<file path="config.mk">
export PLATFORM = sky130hd
export DESIGN_NAME = entropy_stream_scheduler_flat
export DESIGN_NICKNAME = d
export VERILOG_FILES = /design/src/rtl/entropy_stream_scheduler_if.sv /design/src/rtl/entropy_stream_scheduler.sv /design/src/flat_wrapper.sv
export SDC_FILE = /design/constraint.sdc
export NUM_CORES = 1
export LEC_CHECK = 0
export CORE_MARGIN = 3
export CORE_UTILIZATION = 37
export DETAILED_ROUTE_END_ITERATION = 8
export GPL_TIMING_DRIVEN = 0
export SLEW_MARGIN = 20
export SYNTH_ARGS = -nofsm -noshare
export SYNTH_HDL_FRONTEND = slang
export SYNTH_SLANG_ARGS = --single-unit
</file>
<file path="constraint.sdc">
create_clock -name clk -period 2.5 [get_ports clk]
set_clock_uncertainty 0.1 [all_clocks]
set_input_delay 0.5 -clock clk [delete_from_list [all_inputs] [get_ports clk]]
set_output_delay 0.5 -clock clk [all_outputs]
set_load 0.01 [all_outputs]
</file>
<file path="src/rtl/entropy_stream_scheduler_if.sv">
// entropy_stream_scheduler_if: entropy sample, UART rx/tx and status signals for the scheduler
interface entropy_stream_scheduler_if;
    logic       word_ready;
    logic [7:0] sample;
    logic       rx_valid;
    logic [7:0] rx_byte;
    logic       tx_busy;
    logic       transmit;
    logic [7:0] tx_byte;
    logic       datapath_rst;
    logic       overflow;
    modport master(output word_ready, sample, rx_valid, rx_byte, tx_busy,
                   input transmit, tx_byte, datapath_rst, overflow);
    modport slave(input word_ready, sample, rx_valid, rx_byte, tx_busy,
                  output transmit, tx_byte, datapath_rst, overflow);
endinterface

</file>
<file path="src/rtl/entropy_stream_scheduler.sv">
// entropy_stream_scheduler: buffers entropy bytes and schedules UART transmits under command control
module entropy_stream_scheduler #(
    parameter int         DEPTH     = 4,
    parameter logic [3:0] STATUS_ID = 4'hA
) (
    input logic                         clk,
    input logic                         rst_n,
    entropy_stream_scheduler_if.slave   bus
);
    localparam int AW = $clog2(DEPTH);
    typedef enum logic [1:0] {PAUSED = 2'd0, STREAM = 2'd1, BURST = 2'd2, ARG = 2'd3} mode_t;
    mode_t         mode_q, mode_d;
    logic [7:0]    mem_q [DEPTH];
    logic [AW-1:0] rd_q, rd_d, wr_q, wr_d;
    logic [AW:0]   cnt_q, cnt_d;
    logic [7:0]    burst_q, burst_d, tx_byte_q, tx_byte_d;
    logic [1:0]    hold_q, hold_d;
    logic          ovf_q, ovf_d, stat_q, stat_d, trans_q, trans_d, dprst_q, dprst_d;
    logic          cmd, flush, streaming, eligible, send_status, pop, full, push, drop;

    always_comb begin
        cmd         = bus.rx_valid && mode_q != ARG;
        flush       = cmd && bus.rx_byte == 8'h72;
        streaming   = mode_q == STREAM || mode_q == BURST;
        eligible    = !bus.tx_busy && hold_q == 2'd0;
        send_status = eligible && stat_q;
        pop         = eligible && !stat_q && streaming && cnt_q != '0;
        full        = cnt_q == (AW+1)'(DEPTH);
        push        = bus.word_ready && streaming && !flush && (!full || pop);
        drop        = bus.word_ready && streaming && !flush && full && !pop;
        rd_d        = flush ? '0 : pop ? rd_q + 1'b1 : rd_q;
        wr_d        = flush ? '0 : push ? wr_q + 1'b1 : wr_q;
        cnt_d       = flush ? '0 : cnt_q + (AW+1)'(push) - (AW+1)'(pop);
        ovf_d       = flush ? 1'b0 : ovf_q | drop;
        stat_d      = (stat_q && !send_status) || (cmd && bus.rx_byte == 8'h3F);
        trans_d     = send_status || pop;
        tx_byte_d   = send_status ? {STATUS_ID, ovf_q, cnt_q == '0, 2'(mode_q)} :
                      pop ? mem_q[rd_q] : tx_byte_q;
        hold_d      = trans_d ? 2'd2 : hold_q != 2'd0 ? hold_q - 2'd1 : 2'd0;
        dprst_d     = flush;
        mode_d      = mode_q;
        burst_d     = burst_q;
        if (pop && mode_q == BURST) begin
            burst_d = burst_q - 8'd1;
            mode_d  = burst_q == 8'd1 ? PAUSED : mode_q;
        end
        // Commands override a same-cycle burst expiry
        if (bus.rx_valid && mode_q == ARG) begin
            burst_d = bus.rx_byte;
            mode_d  = bus.rx_byte == 8'd0 ? PAUSED : BURST;
        end else if (cmd) begin
            mode_d = bus.rx_byte == 8'h73 ? STREAM :
                     bus.rx_byte == 8'h70 ? PAUSED :
                     bus.rx_byte == 8'h6E ? ARG : mode_d;
        end
    end

    always_ff @(posedge clk) begin
        if (!rst_n) begin
            mode_q    <= PAUSED;
            rd_q      <= '0;
            wr_q      <= '0;
            cnt_q     <= '0;
            burst_q   <= 8'd0;
            tx_byte_q <= 8'd0;
            hold_q    <= 2'd0;
            ovf_q     <= 1'b0;
            stat_q    <= 1'b0;
            trans_q   <= 1'b0;
            dprst_q   <= 1'b0;
        end else begin
            mode_q    <= mode_d;
            rd_q      <= rd_d;
            wr_q      <= wr_d;
            cnt_q     <= cnt_d;
            burst_q   <= burst_d;
            tx_byte_q <= tx_byte_d;
            hold_q    <= hold_d;
            ovf_q     <= ovf_d;
            stat_q    <= stat_d;
            trans_q   <= trans_d;
            dprst_q   <= dprst_d;
        end
    end

    always_ff @(posedge clk) begin
        if (push) mem_q[wr_q] <= bus.sample;
    end

    assign bus.transmit     = trans_q;
    assign bus.tx_byte      = tx_byte_q;
    assign bus.datapath_rst = dprst_q;
    assign bus.overflow     = ovf_q;
endmodule

</file>
<file path="src/flat_wrapper.sv">
// flat-port wrapper written by rule: the top's interface ports become plain ports
module entropy_stream_scheduler_flat 
#(
    parameter int         DEPTH     = 4,
    parameter logic [3:0] STATUS_ID = 4'hA
)
  (clk, rst_n, bus_word_ready, bus_sample, bus_rx_valid, bus_rx_byte, bus_tx_busy, bus_transmit, bus_tx_byte, bus_datapath_rst, bus_overflow);
  entropy_stream_scheduler_if bus_i ();
  input logic clk;
  input logic rst_n;
  input wire logic [$bits(bus_i.word_ready)-1:0] bus_word_ready;
  input wire logic [$bits(bus_i.sample)-1:0] bus_sample;
  input wire logic [$bits(bus_i.rx_valid)-1:0] bus_rx_valid;
  input wire logic [$bits(bus_i.rx_byte)-1:0] bus_rx_byte;
  input wire logic [$bits(bus_i.tx_busy)-1:0] bus_tx_busy;
  output wire logic [$bits(bus_i.transmit)-1:0] bus_transmit;
  output wire logic [$bits(bus_i.tx_byte)-1:0] bus_tx_byte;
  output wire logic [$bits(bus_i.datapath_rst)-1:0] bus_datapath_rst;
  output wire logic [$bits(bus_i.overflow)-1:0] bus_overflow;
  assign bus_i.word_ready = bus_word_ready;
  assign bus_i.sample = bus_sample;
  assign bus_i.rx_valid = bus_rx_valid;
  assign bus_i.rx_byte = bus_rx_byte;
  assign bus_i.tx_busy = bus_tx_busy;
  assign bus_transmit = bus_i.transmit;
  assign bus_tx_byte = bus_i.tx_byte;
  assign bus_datapath_rst = bus_i.datapath_rst;
  assign bus_overflow = bus_i.overflow;
  entropy_stream_scheduler #(.DEPTH(DEPTH), .STATUS_ID(STATUS_ID)) u_core (.clk(clk), .rst_n(rst_n), .bus(bus_i));
endmodule
</file>
==> impl_metrics.toml <==
[outcome]
status = "finished, final reports clean"

[layout]
area_growth_pct = 26.2
fill_cells = 679
drive_gt1_share_pct = 19.4
n_antenna_cell = 0
layoutNonFillerInstCount = 387
final_nets = 315

[placed_design]
place.gp.congestion = 0.773
placed_cells = 366
dp_slack_ps = -666
hpwl_um = 4470
port_buffers = 30

[global_routing]
grt_max_degree = 15
grt-ovfl-total = 0
grt_pass1_vias = 1992
grt_pass1_wl_um = 10000
antenna_found_initial = 0
grt_usage_pct = 15.2

[worst_hold_path]
hp-class = "register to register"
whs_path_depth = 2

[synthesis]
yosys.cell_types.count = 57
async_reset_ff_share_pct = 0
ys_warn_count = 0
syn_nets = 269
netlist_instances = 237
synth_edf_count = 32
synth-seq-cells = 65
synthesis.area_mm2 = 0.00292
syn_area_per_cell_um2 = 12.3
yosysSeqAreaShare_pct = 55.5
synth_flop_cell = "dfxtp_1"

[timing]
max_freq_mhz = 411
period_share_pct = 97.3
rsz0062_at_grt = "no"
setup_violations = 0
finalCriticalPeriod_ps = 2430
report.final.hold_viol_count = 0
slew_headroom_pct = 50.3
worst_slack_ps = 67.1
worst_slew_pin_slew_ps = 743
slew_viol_final = 0

[floorplanning]
rows = 31
io-pin-count = 32
fp.dieW_um = 94.9
core_mm2 = 0.00745
die_area_mm2 = 0.00900
initial_utilization_pct = 39.2
die_h_um = 94.9

[clocking]
clkSlewWorstSetupHoldPaths_ps = 80
cts_tree = "yes"
ctsHoldBuffers = 0
cts_buffers = 9
clockBufferDepth = 2
insertion_delay_ps = 350
cts_sinks = 65
cts_root_buffer = "clkbuf_8"
ctsHtreeMaxLevel = 3

[worst_setup_path]
cp_num_buf_inv = 1
cpLargestDelayFamily = "simple AND/OR/NAND/NOR gates"
r2r_setup_slack_ps = 110
crit_required_ps = 2650
crit_cells = 7
worstPathArrival_ps = 2580
crit_path_end_kind = "register"
crit_path_start_kind = "primary input"
crit_path_top_delay_cell = "or3_4"
ff2ff_path_depth = 8
cp_max_fo = 5
crit_path_cell_trace = "dlygate4sd2_1 -> or3_4 -> o311ai_4 -> and3_4 -> ha_2 -> fa_2 -> and3_1"
slowest_delay_ps = 440
critPathKind = "primary input to register"

[run]
maxCapViolCount = 0

[power]
p_leak_nw = 1.31
peakVddDrop_v = 0.000377
power_density_mw_per_mm2 = 579

[drt]
wl_per_cell_um = 16.3
viasPerCell = 5.32
drt-total-wl_um = 6300
routed-via-count = 2059
ant_nets = 0
drt_iter0_markers = 67
firstDrtPassIters = 4
post-route-drc-count = 0
cell usage in the layout, fill, tap and decap left out, types with 6 or more instances in the layout:
| cell type | count |
|---|---|
| a21oi_1 | 12 |
| buf_4 | 6 |
| clkbuf_8 | 9 |
| clkdlybuf4s50_1 | 22 |
| dfxtp_1 | 29 |
| dlymetal6s2s_1 | 6 |
| edfxtp_1 | 32 |
| ha_1 | 7 |
| inv_1 | 10 |
| mux4_2 | 8 |
| nand2_1 | 12 |
| nor2_1 | 14 |
| o21ai_0 | 11 |
where the power goes:
group / total [W] / switching (W) / internal (W)
combinational: 0.0000813 / 0.0000431 / 0.0000382
sequential: 0.00111 / 0.000000570 / 0.00111
clock: 0.000938 / 0.000459 / 0.000479
stage by stage:
step	hold WS (ps)	area (um2)	power (W)	util, %	TNS, ps
2_1_floorplan	376	2950	0.00117	-	0
3_3_place_gp	347	3370	0.00122	45.3	-17700
3_5_place_dp	351	3370	0.00122	45.3	-19400
4_1_cts	363	3630	0.00216	48.8	-9.05
5_1_grt	379	3690	0.00221	49.5	0
6_report	361	3690	0.00213	49.5	0
cell type report:
class                           count  area (um2)  area share, %
Clock inverter                      7        83.8           2.27
Inverter                           12        45.0           1.22
Timing Repair Buffer               36         358           9.70
Tap cell                           99         124           3.36
Buffer                              6        31.3          0.848
Multi-Input combinational cell    153        1290           35.1
Sequential cell                    65        1630           44.2
Clock buffer                        9         124           3.36
sequential cells by signal, indices dropped and copies added, names as in the netlist, 2 cells and up, named ones only:
signal	cells
u_core.hold_q	2
u_core.bus.tx_byte	8
u_core.mem_q	32
u_core.burst_q	8
u_core.mode_q	2
u_core.rd_q	2
u_core.cnt_q	3
u_core.wr_q	2
worst min-delay path: cells and delay by family, from the launching register on:
kind	cells	cell delay, ps
flops	1	320
simple gates	1	50
compound gates	1	50
layer usage:
metal,wire [um],vias to the layer above,global-route usage (%),share of wire [%]
li1,-,1004,-,-
met1,2810,1010,18.4,45
met2,3100,31,24.7,49
met3,259,14,4.94,4.1
met4,127,0,6.73,2.0
met5,0,-,0,0
worst paths after layout:
path                                              end             startpoint
worst max-delay path                  u_core.cnt_q[1]            bus_tx_busy
worst min-delay path            u_core.bus.tx_byte[1]  u_core.bus.tx_byte[1]
worst max register to register        u_core.cnt_q[1]       u_core.mode_q[0]
worst min register to register  u_core.bus.tx_byte[1]  u_core.bus.tx_byte[1]
cell families after synthesis:
logic type      Yosys count  share of synthesized area [%]
mux                      11                           7.36
xor+xnor                  8                           2.40
buf+inv                  19                           3.00
simple gates             74                           15.4
compound gates           49                           11.4
fa+ha+maj                11                           4.97
flops                    65                           55.5
synthesized netlist by cell type (all sizes together), types with 2 or more instances:
| library cell | number | area share [%] |
|---|---|---|
| or4 | 4 | 1.0 |
| ha | 10 | 4.3 |
| and3 | 5 | 1.1 |
| a31oi | 5 | 1.1 |
| inv | 11 | 1.4 |
| xnor2 | 4 | 1.2 |
| o21ai | 11 | 1.9 |
| nand4 | 5 | 1.1 |
| and2 | 4 | 0.86 |
| buf | 4 | 1.1 |
| o311a | 3 | 1.0 |
| dfxtp | 33 | 23 |
| edfxtp | 32 | 33 |
| a22oi | 3 | 0.77 |
| nand2b | 4 | 0.86 |
| a21oi | 12 | 2.1 |
| or3 | 4 | 0.86 |
| nor3 | 3 | 0.90 |
| and4b | 2 | 0.68 |
| mux2i | 2 | 0.68 |
| nand4b | 3 | 0.90 |
| o31ai | 2 | 0.51 |
| mux4 | 8 | 6.2 |
| nor2 | 16 | 2.1 |
| nand3 | 4 | 0.86 |
| nand2 | 12 | 1.5 |
| clkbuf | 3 | 0.39 |
| xor2 | 4 | 1.2 |
timing repair:
action / CTS / global route
pin swaps: 4 / 5
setup buffers: 2 / 4
resized for setup: 11 / 14
setup endpoints to repair: 34 / 2
Power figures use the tool's default switching activity.
